## config.mk

```make
export PLATFORM = sky130hd
export DESIGN_NAME = tick_scheduler_flat
export DESIGN_NICKNAME = d
export VERILOG_FILES = /design/src/rtl/tick_scheduler_if.sv /design/src/rtl/tick_scheduler.sv /design/src/flat_wrapper.sv
export SDC_FILE = /design/constraint.sdc
export NUM_CORES = 1
export LEC_CHECK = 0
export ABC_AREA = 1
export BUFFER_PORTS_ARGS = -buffer_cell sky130_fd_sc_hd__buf_2
export CAP_MARGIN = 20
export CORE_MARGIN = 3
export CORE_UTILIZATION = 25
export CTS_CLUSTER_SIZE = 20
export DETAILED_ROUTE_END_ITERATION = 12
export PLACE_DENSITY = 0.39
export SLEW_MARGIN = 20
export SYNTH_ARGS = -nofsm -noshare
export SYNTH_HDL_FRONTEND = slang
export SYNTH_SLANG_ARGS = --single-unit
```

## constraint.sdc

```tcl
create_clock -name clk -period 1.98 [get_ports clk]
set_clock_uncertainty 0.05 [all_clocks]
set_input_delay 0.297 -clock clk [delete_from_list [all_inputs] [get_ports clk]]
set_output_delay 0.297 -clock clk [all_outputs]
set_load 0.005 [all_outputs]
```

## src/rtl/tick_scheduler_if.sv

```systemverilog
// -----------------------------------------------------------------------------
// tick_scheduler_if
// Configuration port of the tick scheduler. Uses a valid/ready handshake and
// returns a one-cycle error strobe.
//   cfg_valid  : requester has a config request this cycle
//   cfg_ready  : scheduler can accept a request this cycle
//   cfg_ch     : target channel index
//   cfg_enable : 1 = run channel, 0 = stop channel
//   cfg_period : tick period in clk cycles
//   cfg_err    : one-cycle pulse, the last accepted request was rejected
// Modports: master drives requests, slave is the scheduler.
// -----------------------------------------------------------------------------
interface tick_scheduler_if #(
  parameter int WIDTH = 16
) ();
  logic             cfg_valid;
  logic             cfg_ready;
  logic [2:0]       cfg_ch;
  logic             cfg_enable;
  logic [WIDTH-1:0] cfg_period;
  logic             cfg_err;

  modport master (
    output cfg_valid, cfg_ch, cfg_enable, cfg_period,
    input  cfg_ready, cfg_err
  );

  modport slave (
    input  cfg_valid, cfg_ch, cfg_enable, cfg_period,
    output cfg_ready, cfg_err
  );
endinterface

```

## src/rtl/tick_scheduler.sv

```systemverilog
// -----------------------------------------------------------------------------
// tick_scheduler
// Multi-channel periodic tick generator. Each channel emits a one-cycle strobe
// every 'period' clk cycles. Channels are programmed at run time through the
// config interface; period changes on a running channel are staged and only
// take effect at that channel's wrap, so no short or long interval is produced.
// Ports:
//   clk       : system clock, rising edge
//   resetn    : synchronous active-low reset
//   sync_in   : restart all running counters in phase
//   cfg       : config interface (slave side)
//   tick      : per-channel one-cycle strobe
//   pend_busy : channel holds a staged period not yet applied
// -----------------------------------------------------------------------------
module tick_scheduler #(
  parameter int NUM_CH = 4,
  parameter int WIDTH  = 16
) (
  input  logic              clk,
  input  logic              resetn,
  input  logic              sync_in,
  tick_scheduler_if.slave   cfg,
  output logic [NUM_CH-1:0] tick,
  output logic [NUM_CH-1:0] pend_busy
);

  typedef enum logic {
    IDLE   = 1'b0,
    COMMIT = 1'b1
  } state_e;

  // One bit wider than cfg_ch so NUM_CH=8 is representable.
  localparam logic [3:0] CH_LIMIT = 4'(NUM_CH);

  state_e state_q, state_d;

  // Request latched on the handshake, validated and applied in COMMIT.
  logic [2:0]       req_ch_q, req_ch_d;
  logic             req_en_q, req_en_d;
  logic [WIDTH-1:0] req_period_q, req_period_d;

  logic [NUM_CH-1:0] active_en_q, active_en_d;
  logic [WIDTH-1:0]  active_period_q [NUM_CH];
  logic [WIDTH-1:0]  active_period_d [NUM_CH];
  logic [WIDTH-1:0]  count_q [NUM_CH];
  logic [WIDTH-1:0]  count_d [NUM_CH];
  logic [NUM_CH-1:0] pend_valid_q, pend_valid_d;
  logic [WIDTH-1:0]  pend_period_q [NUM_CH];
  logic [WIDTH-1:0]  pend_period_d [NUM_CH];

  logic handshake;
  logic req_bad;
  logic commit_ok;

  assign handshake = cfg.cfg_valid && cfg.cfg_ready;
  assign req_bad   = ({1'b0, req_ch_q} >= CH_LIMIT) ||
                     (req_en_q && (req_period_q == '0));
  assign commit_ok = (state_q == COMMIT) && !req_bad;

  assign cfg.cfg_ready = (state_q == IDLE);
  assign cfg.cfg_err   = (state_q == COMMIT) && req_bad;
  assign pend_busy     = pend_valid_q;

  // ---------------------------------------------------------------------------
  // Config FSM
  // ---------------------------------------------------------------------------
  always_comb begin
    // NOTE: every signal gets a default before the case so no latch is inferred.
    state_d      = state_q;
    req_ch_d     = req_ch_q;
    req_en_d     = req_en_q;
    req_period_d = req_period_q;
    unique case (state_q)
      IDLE: begin
        if (handshake) begin
          state_d      = COMMIT;
          req_ch_d     = cfg.cfg_ch;
          req_en_d     = cfg.cfg_enable;
          req_period_d = cfg.cfg_period;
        end
      end
      COMMIT:  state_d = IDLE;
      default: state_d = IDLE;
    endcase
  end

  // ---------------------------------------------------------------------------
  // Tick decode: period-1 is only meaningful while enabled (period >= 1).
  // ---------------------------------------------------------------------------
  always_comb begin
    tick = '0;
    for (int i = 0; i < NUM_CH; i++) begin
      tick[i] = active_en_q[i] && (count_q[i] == active_period_q[i] - WIDTH'(1));
    end
  end

  // ---------------------------------------------------------------------------
  // Channel next state. Counter/wrap handling first, then a committed config
  // for the channel overrides it.
  // ---------------------------------------------------------------------------
  always_comb begin
    active_en_d  = active_en_q;
    pend_valid_d = pend_valid_q;
    for (int i = 0; i < NUM_CH; i++) begin
      active_period_d[i] = active_period_q[i];
      count_d[i]         = count_q[i];
      pend_period_d[i]   = pend_period_q[i];

      if (active_en_q[i]) begin
        if (tick[i]) begin
          // Wrap: the only point where a staged period may take over, so the
          // old period governs right up to and including this tick.
          count_d[i] = '0;
          if (pend_valid_q[i]) begin
            active_period_d[i] = pend_period_q[i];
            pend_valid_d[i]    = 1'b0;
          end
        end else if (sync_in) begin
          count_d[i] = '0;
        end else begin
          count_d[i] = count_q[i] + WIDTH'(1);
        end
      end

      if (commit_ok && (int'(req_ch_q) == i)) begin
        if (!active_en_q[i]) begin
          active_en_d[i]     = req_en_q;
          active_period_d[i] = req_period_q;
          count_d[i]         = '0;
          pend_valid_d[i]    = 1'b0;
        end else if (!req_en_q) begin
          active_en_d[i]  = 1'b0;
          count_d[i]      = '0;
          pend_valid_d[i] = 1'b0;
        end else begin
          // Running channel: stage the new period; a later write overwrites it.
          pend_valid_d[i]  = 1'b1;
          pend_period_d[i] = req_period_q;
        end
      end
    end
  end

  // ---------------------------------------------------------------------------
  // State registers
  // ---------------------------------------------------------------------------
  always_ff @(posedge clk) begin
    // NOTE: non-blocking assignments only, so every register samples the
    // pre-edge values regardless of statement order.
    if (!resetn) begin
      state_q      <= IDLE;
      req_ch_q     <= '0;
      req_en_q     <= 1'b0;
      req_period_q <= '0;
      active_en_q  <= '0;
      pend_valid_q <= '0;
      // NOTE: the per-channel arrays are architectural state (a reset must
      // leave every channel stopped with no staged config), so they are reset
      // element by element rather than left uninitialised like a RAM.
      for (int i = 0; i < NUM_CH; i++) begin
        active_period_q[i] <= '0;
        count_q[i]         <= '0;
        pend_period_q[i]   <= '0;
      end
    end else begin
      state_q      <= state_d;
      req_ch_q     <= req_ch_d;
      req_en_q     <= req_en_d;
      req_period_q <= req_period_d;
      active_en_q  <= active_en_d;
      pend_valid_q <= pend_valid_d;
      for (int i = 0; i < NUM_CH; i++) begin
        active_period_q[i] <= active_period_d[i];
        count_q[i]         <= count_d[i];
        pend_period_q[i]   <= pend_period_d[i];
      end
    end
  end

endmodule

```

## src/flat_wrapper.sv

```systemverilog
// flat-port wrapper written by rule: the top's interface ports become plain ports
module tick_scheduler_flat 
#(
  parameter int NUM_CH = 4,
  parameter int WIDTH  = 16
)
  (clk, resetn, sync_in, tick, pend_busy, cfg_cfg_valid, cfg_cfg_ch, cfg_cfg_enable, cfg_cfg_period, cfg_cfg_ready, cfg_cfg_err);
  tick_scheduler_if #(.WIDTH(WIDTH)) cfg_i ();
  input  logic clk;
  input  logic resetn;
  input  logic sync_in;
  output logic [NUM_CH-1:0] tick;
  output logic [NUM_CH-1:0] pend_busy;
  input wire logic [$bits(cfg_i.cfg_valid)-1:0] cfg_cfg_valid;
  input wire logic [$bits(cfg_i.cfg_ch)-1:0] cfg_cfg_ch;
  input wire logic [$bits(cfg_i.cfg_enable)-1:0] cfg_cfg_enable;
  input wire logic [$bits(cfg_i.cfg_period)-1:0] cfg_cfg_period;
  output wire logic [$bits(cfg_i.cfg_ready)-1:0] cfg_cfg_ready;
  output wire logic [$bits(cfg_i.cfg_err)-1:0] cfg_cfg_err;
  assign cfg_i.cfg_valid = cfg_cfg_valid;
  assign cfg_i.cfg_ch = cfg_cfg_ch;
  assign cfg_i.cfg_enable = cfg_cfg_enable;
  assign cfg_i.cfg_period = cfg_cfg_period;
  assign cfg_cfg_ready = cfg_i.cfg_ready;
  assign cfg_cfg_err = cfg_i.cfg_err;
  tick_scheduler #(.NUM_CH(NUM_CH), .WIDTH(WIDTH)) u_core (.clk(clk), .resetn(resetn), .sync_in(sync_in), .cfg(cfg_i), .tick(tick), .pend_busy(pend_busy));
endmodule
```

==> Word level (Yosys, flattened, before mapping) <==
Memories as Yosys holds them, arrays and structs flattened.
Index checks and enable logic that the tools add are counted.
{ "totals": {"regBits": 29, "mem_bits_rw": 192, "latch_bits": 0, "n_memories": 3, "mem_bits_ro": 0, "wordCells": 166} }
{ "op_classes": {"order_cmp": 1, "bitwise_logic": 13, "add_sub_neg": 8, "n_reduce_logical": 29, "eq_ne": 7, "multipliers": 0, "shifts": 0, "n_mux": 93, "div": 0} }
{ "mem_list": {"columns": ["name", "words", "width", "rd", "rd_ports_with_merged_regs", "write_ports", "line", "rtl"], "rows": [
  ["u_core.active_period_q", 4, 16, 4, 0, 4, "tick_scheduler.sv:43", "logic [WIDTH-1:0] active_period_q [NUM_CH];"],
  ["u_core.count_q", 4, 16, 4, 0, 4, "tick_scheduler.sv:45", "logic [WIDTH-1:0] count_q [NUM_CH];"],
  ["u_core.pend_period_q", 4, 16, 4, 0, 4, "tick_scheduler.sv:48", "logic [WIDTH-1:0] pend_period_q [NUM_CH];"]
]} }
{ "op_table": {"columns": ["op", "n"], "rows": [
  ["2-to-1 mux 16 bit", 68],
  ["adder 16 x 1 -> 16 bit (second input constant)", 4],
  ["equality test 16 bit", 4],
  ["subtractor 16 x 1 -> 16 bit (second input constant)", 4],
  ["2-to-1 mux 1 bit", 24],
  ["zero test 16 bit", 1],
  ["nonzero test 2 bit", 8],
  ["logical AND 1 bit", 12],
  ["bitwise OR 1 bit", 12],
  ["AND reduction 2 bit", 5],
  ["equality test 3 bit (second input constant)", 2],
  ["equality test 3 x 2 -> 1 bit (second input constant)", 1],
  ["greater-or-equal comparator 3 bit (second input constant)", 1],
  ["zero test 3 bit", 1],
  ["one-hot mux 1 bit (2 select lines)", 1],
  ["zero test 1 bit", 1],
  ["logical OR 1 bit", 1],
  ["inverter 1 bit", 1]
]} }

==> Depth between registers and ports, before layout <==
{ "logic_depth": {"word_depth": 9, "ltp_mapped": 18} }

==> Worst setup path before layout <==
No wires, ideal clock.
{ "synth_timing": {"path_kind": "register to register", "startpoint": "memory u_core.active_period_q[2][0]", "endpoint": "memory u_core.active_period_q[2][11]", "n_path_buf": 1, "period_less_slack_ns": 2.086, "setup_time_ns": 0.109, "setup_slack_ns": -0.106, "path_stages_with_launch": 18, "required_time_ns": 1.821, "arrival_time_ns": 1.927, "cell_sequence": "dfxtp_1 > inv_1 > ha_1 > nand2_1 > inv_1 > nor2_1 > nand2_1 > nor2_1 > nand3_1 > nor2_1 > nand3_2 > nor2_8 > nand3_4 > buf_6 > nand2_1 > nand3_1 > nand2_1 > inv_1"} }
{ "synth_lines": {"columns": ["element", "line"], "rows": [
  ["from (decl)", "tick_scheduler.sv:43"]
]} }

==> out/results.tsv <==
metric	value	unit
Register-to-Register Path Depth	18	
global-route wire length before repair	78200	µm
largest net degree at the start of global routing	50	
area leader, netlist	dfxtp_1	
LEAKAGE	9.297	nW
Syn Nets	2106	
Ys Warns	0	
port bufs	33	
Detailed Place HPWL	34280	µm
routed via count	14710	
min Tclk post-route	2.720	ns
# clock sinks	221	
die area	0.05759	mm²
Yosys reg bits	221	
Unique masters post-synth	50	
drt wl/cell	16.47	µm
mean number of vias per cell	4.743	
post-route DRC violation count	0	
WL final	51090	µm
cts bufs inserted	29	
WHS Path Cells	3	
Syn-to-layout area delta	44.62	%
FMAX	367.6	MHz
actual slew at the worst max-slew pin	0.5796	ns
IR Drop Worst-Case VDD	0.5032	mV
final setup vio count	136	
EDFF count, synth	0	
core area	0.05403	mm²
status	complete, but fails checks	
ANT cells	0	
fin. max-slew vios	0	
Rel. slew slack	0.6132	
violations in the final reports	negative setup slack	
Pwr per Cell Area	606.3	mW/mm²
Synth Flop Type	dfxtp_1	
antenna violations before repair	0	
synth top area cells	dfxtp_1 (32%), nand2_1 (14%), a21oi_1 (8.5%)	
Die Y-Extent	240.0	µm
row cnt	85	
Setup crit start kind	register	
max-cap violations	0	
Worst Slack Setup Final	-0.7400	ns
DRT Pass-1 Iters	5	
most frequent cells after synthesis	nand2_1 (498), a21oi_1 (233), dfxtp_1 (221)	
register area share after synthesis	0.3233	
Mapped Avg Cell Area	6.599	µm²
CTS tree	done	
share of layout cells above drive strength 1	0.3433	
fin nets	2418	
synthesized instance count	2074	
most frequent cell after synthesis	nand2_1	
CP Max Fanout	5	
chip width	240.0	µm
type of the worst setup path	register to output port	
Initial Util	0.2533	
Yosys top cell area share	0.3233	
vias in the first global route	14030	
asr flop ratio synth	0	
worst skew pair latency	0.58	ns
final worst-path cycle share	1.374	
GP Congestion	0.8194	
dpl cells	2968	
Setup crit end kind	output port	
Clock Tree Buf Depth	3	
Hold Path Class	input port to register	
DRT antenna net count	0	
Hold Vio Cnt, Final	0	
Design Power	0.01200	W
Post-Syn Area	0.01369	mm²
Initial DRC Count	693	
global-route usage over all layers	0.1692	
grt ovf	0	
Required @ worst endpoint	1.63	ns
Root Buffer	clkbuf_16	
H-tree levels	1	
RSZ-0062 raised after global routing	true	
Boundary Pins	34	
CP Data Arrival Time	2.37	ns
fin cells	3102	
clock slew at reported path FFs	0.06	ns
[layer usage]
metal | routed length, µm | global-route usage
met5 | 0 | 0
met4 | 821 | 0.03770
met3 | 1820 | 0.02145
met2 | 23340 | 0.2760
met1 | 25110 | 0.2386
[critical path, stage by stage (launching register included)]
cell and delay, ns:
dfxtp_2 0.34, inv_2 0.06, ha_4 0.16, nand2_8 0.08
buf_6 0.13, nor2_4 0.15, nand2_2 0.09, nand3_2 0.09
buf_6 0.09, nand4_1 0.12, nor4_4 0.32, buf_2 0.16
[where the power goes]
part | switching [W] | total (W) | internal (W)
clock network | 0.00217 | 0.00509 | 0.00293
logic | 0.00133 | 0.00227 | 0.000937
registers | 0.000102 | 0.00464 | 0.00454
[through the flow]
stage | TNS [ns] | utilization | cell area, µm² | worst slack (ns) | hold WS [ns]
global route | -52.48 | 0.3664 | 19790 | -0.8785 | 0.06085
detailed placement | -31.05 | 0.3034 | 16390 | -0.3498 | 0.4428
CTS | -28.19 | 0.3422 | 18490 | -0.7721 | 0.01828
global placement | -26.44 | 0.3034 | 16390 | -0.3383 | 0.4464
floorplan | -0.2295 | - | 13720 | -0.02339 | 0.4032
finish | -31.57 | 0.3664 | 19790 | -0.7400 | 0.03263
[cell type report]
| type | instances | area, µm² |
|---|---|---|
| repair buffers | 369 | 3390 |
| inverters | 219 | 840.8 |
| clock buffers | 40 | 837.1 |
| well taps | 696 | 870.8 |
| fillers | 5711 | 34230 |
| multi-input cells | 1546 | 9329 |
| clock inverters | 11 | 62.56 |
| flip-flops and latches | 221 | 4463 |
[cell usage in the layout, fill, tap and decap left out, types with 92 or more instances in the layout]
cell type and count:
a21oi_1 184, nand4_1 95, nor2_1 130, o21ai_0 119, nand2_2 92, dfxtp_1 200, inv_1 170, nand2_1 406
buf_4 252, nand3_1 102
[timing repair]
| action | in CTS | in global routing |
|---|---|---|
| buffers inserted | 36 | 29 |
| endpoints found under the hold margin | 9 | 0 |
| pin swaps | 70 | 94 |
| setup endpoints to repair | 171 | 195 |
| cloned | 9 | 9 |
| hold buffers | 10 | 0 |
| resized for setup | 170 | 276 |
[logic make-up after synthesis]
group | after synthesis | synth area share
simple gates | 1043 | 0.3635
compound gates | 401 | 0.1508
buf+inv | 313 | 0.09718
flops | 221 | 0.3233
xor+xnor | 88 | 0.05796
fa+ha+maj | 8 | 0.007314
[worst paths after layout]
path,startpoint,end,slack (ns)
max,u_core.active_period_q[1][1],tick[1],-0.74
min,cfg_cfg_period[11],u_core.req_period_q[11],0.03
max reg2reg,u_core.active_period_q[3][0],u_core.active_period_q[3][14],-0.47
min reg2reg,u_core.count_q[3][0],u_core.count_q[3][0],0.45
[registers in the layout, summed over array words and instances, names as in the netlist]
name and cells:
u_core.active_period_q 64, u_core.count_q 64, u_core.pend_period_q 64, u_core.req_period_q 16, u_core.active_en_q 4, u_core.pend_busy 4
u_core.req_ch_q 3, u_core.req_en_q 1, u_core.state_q 1
Power figures use the tool's default switching activity.
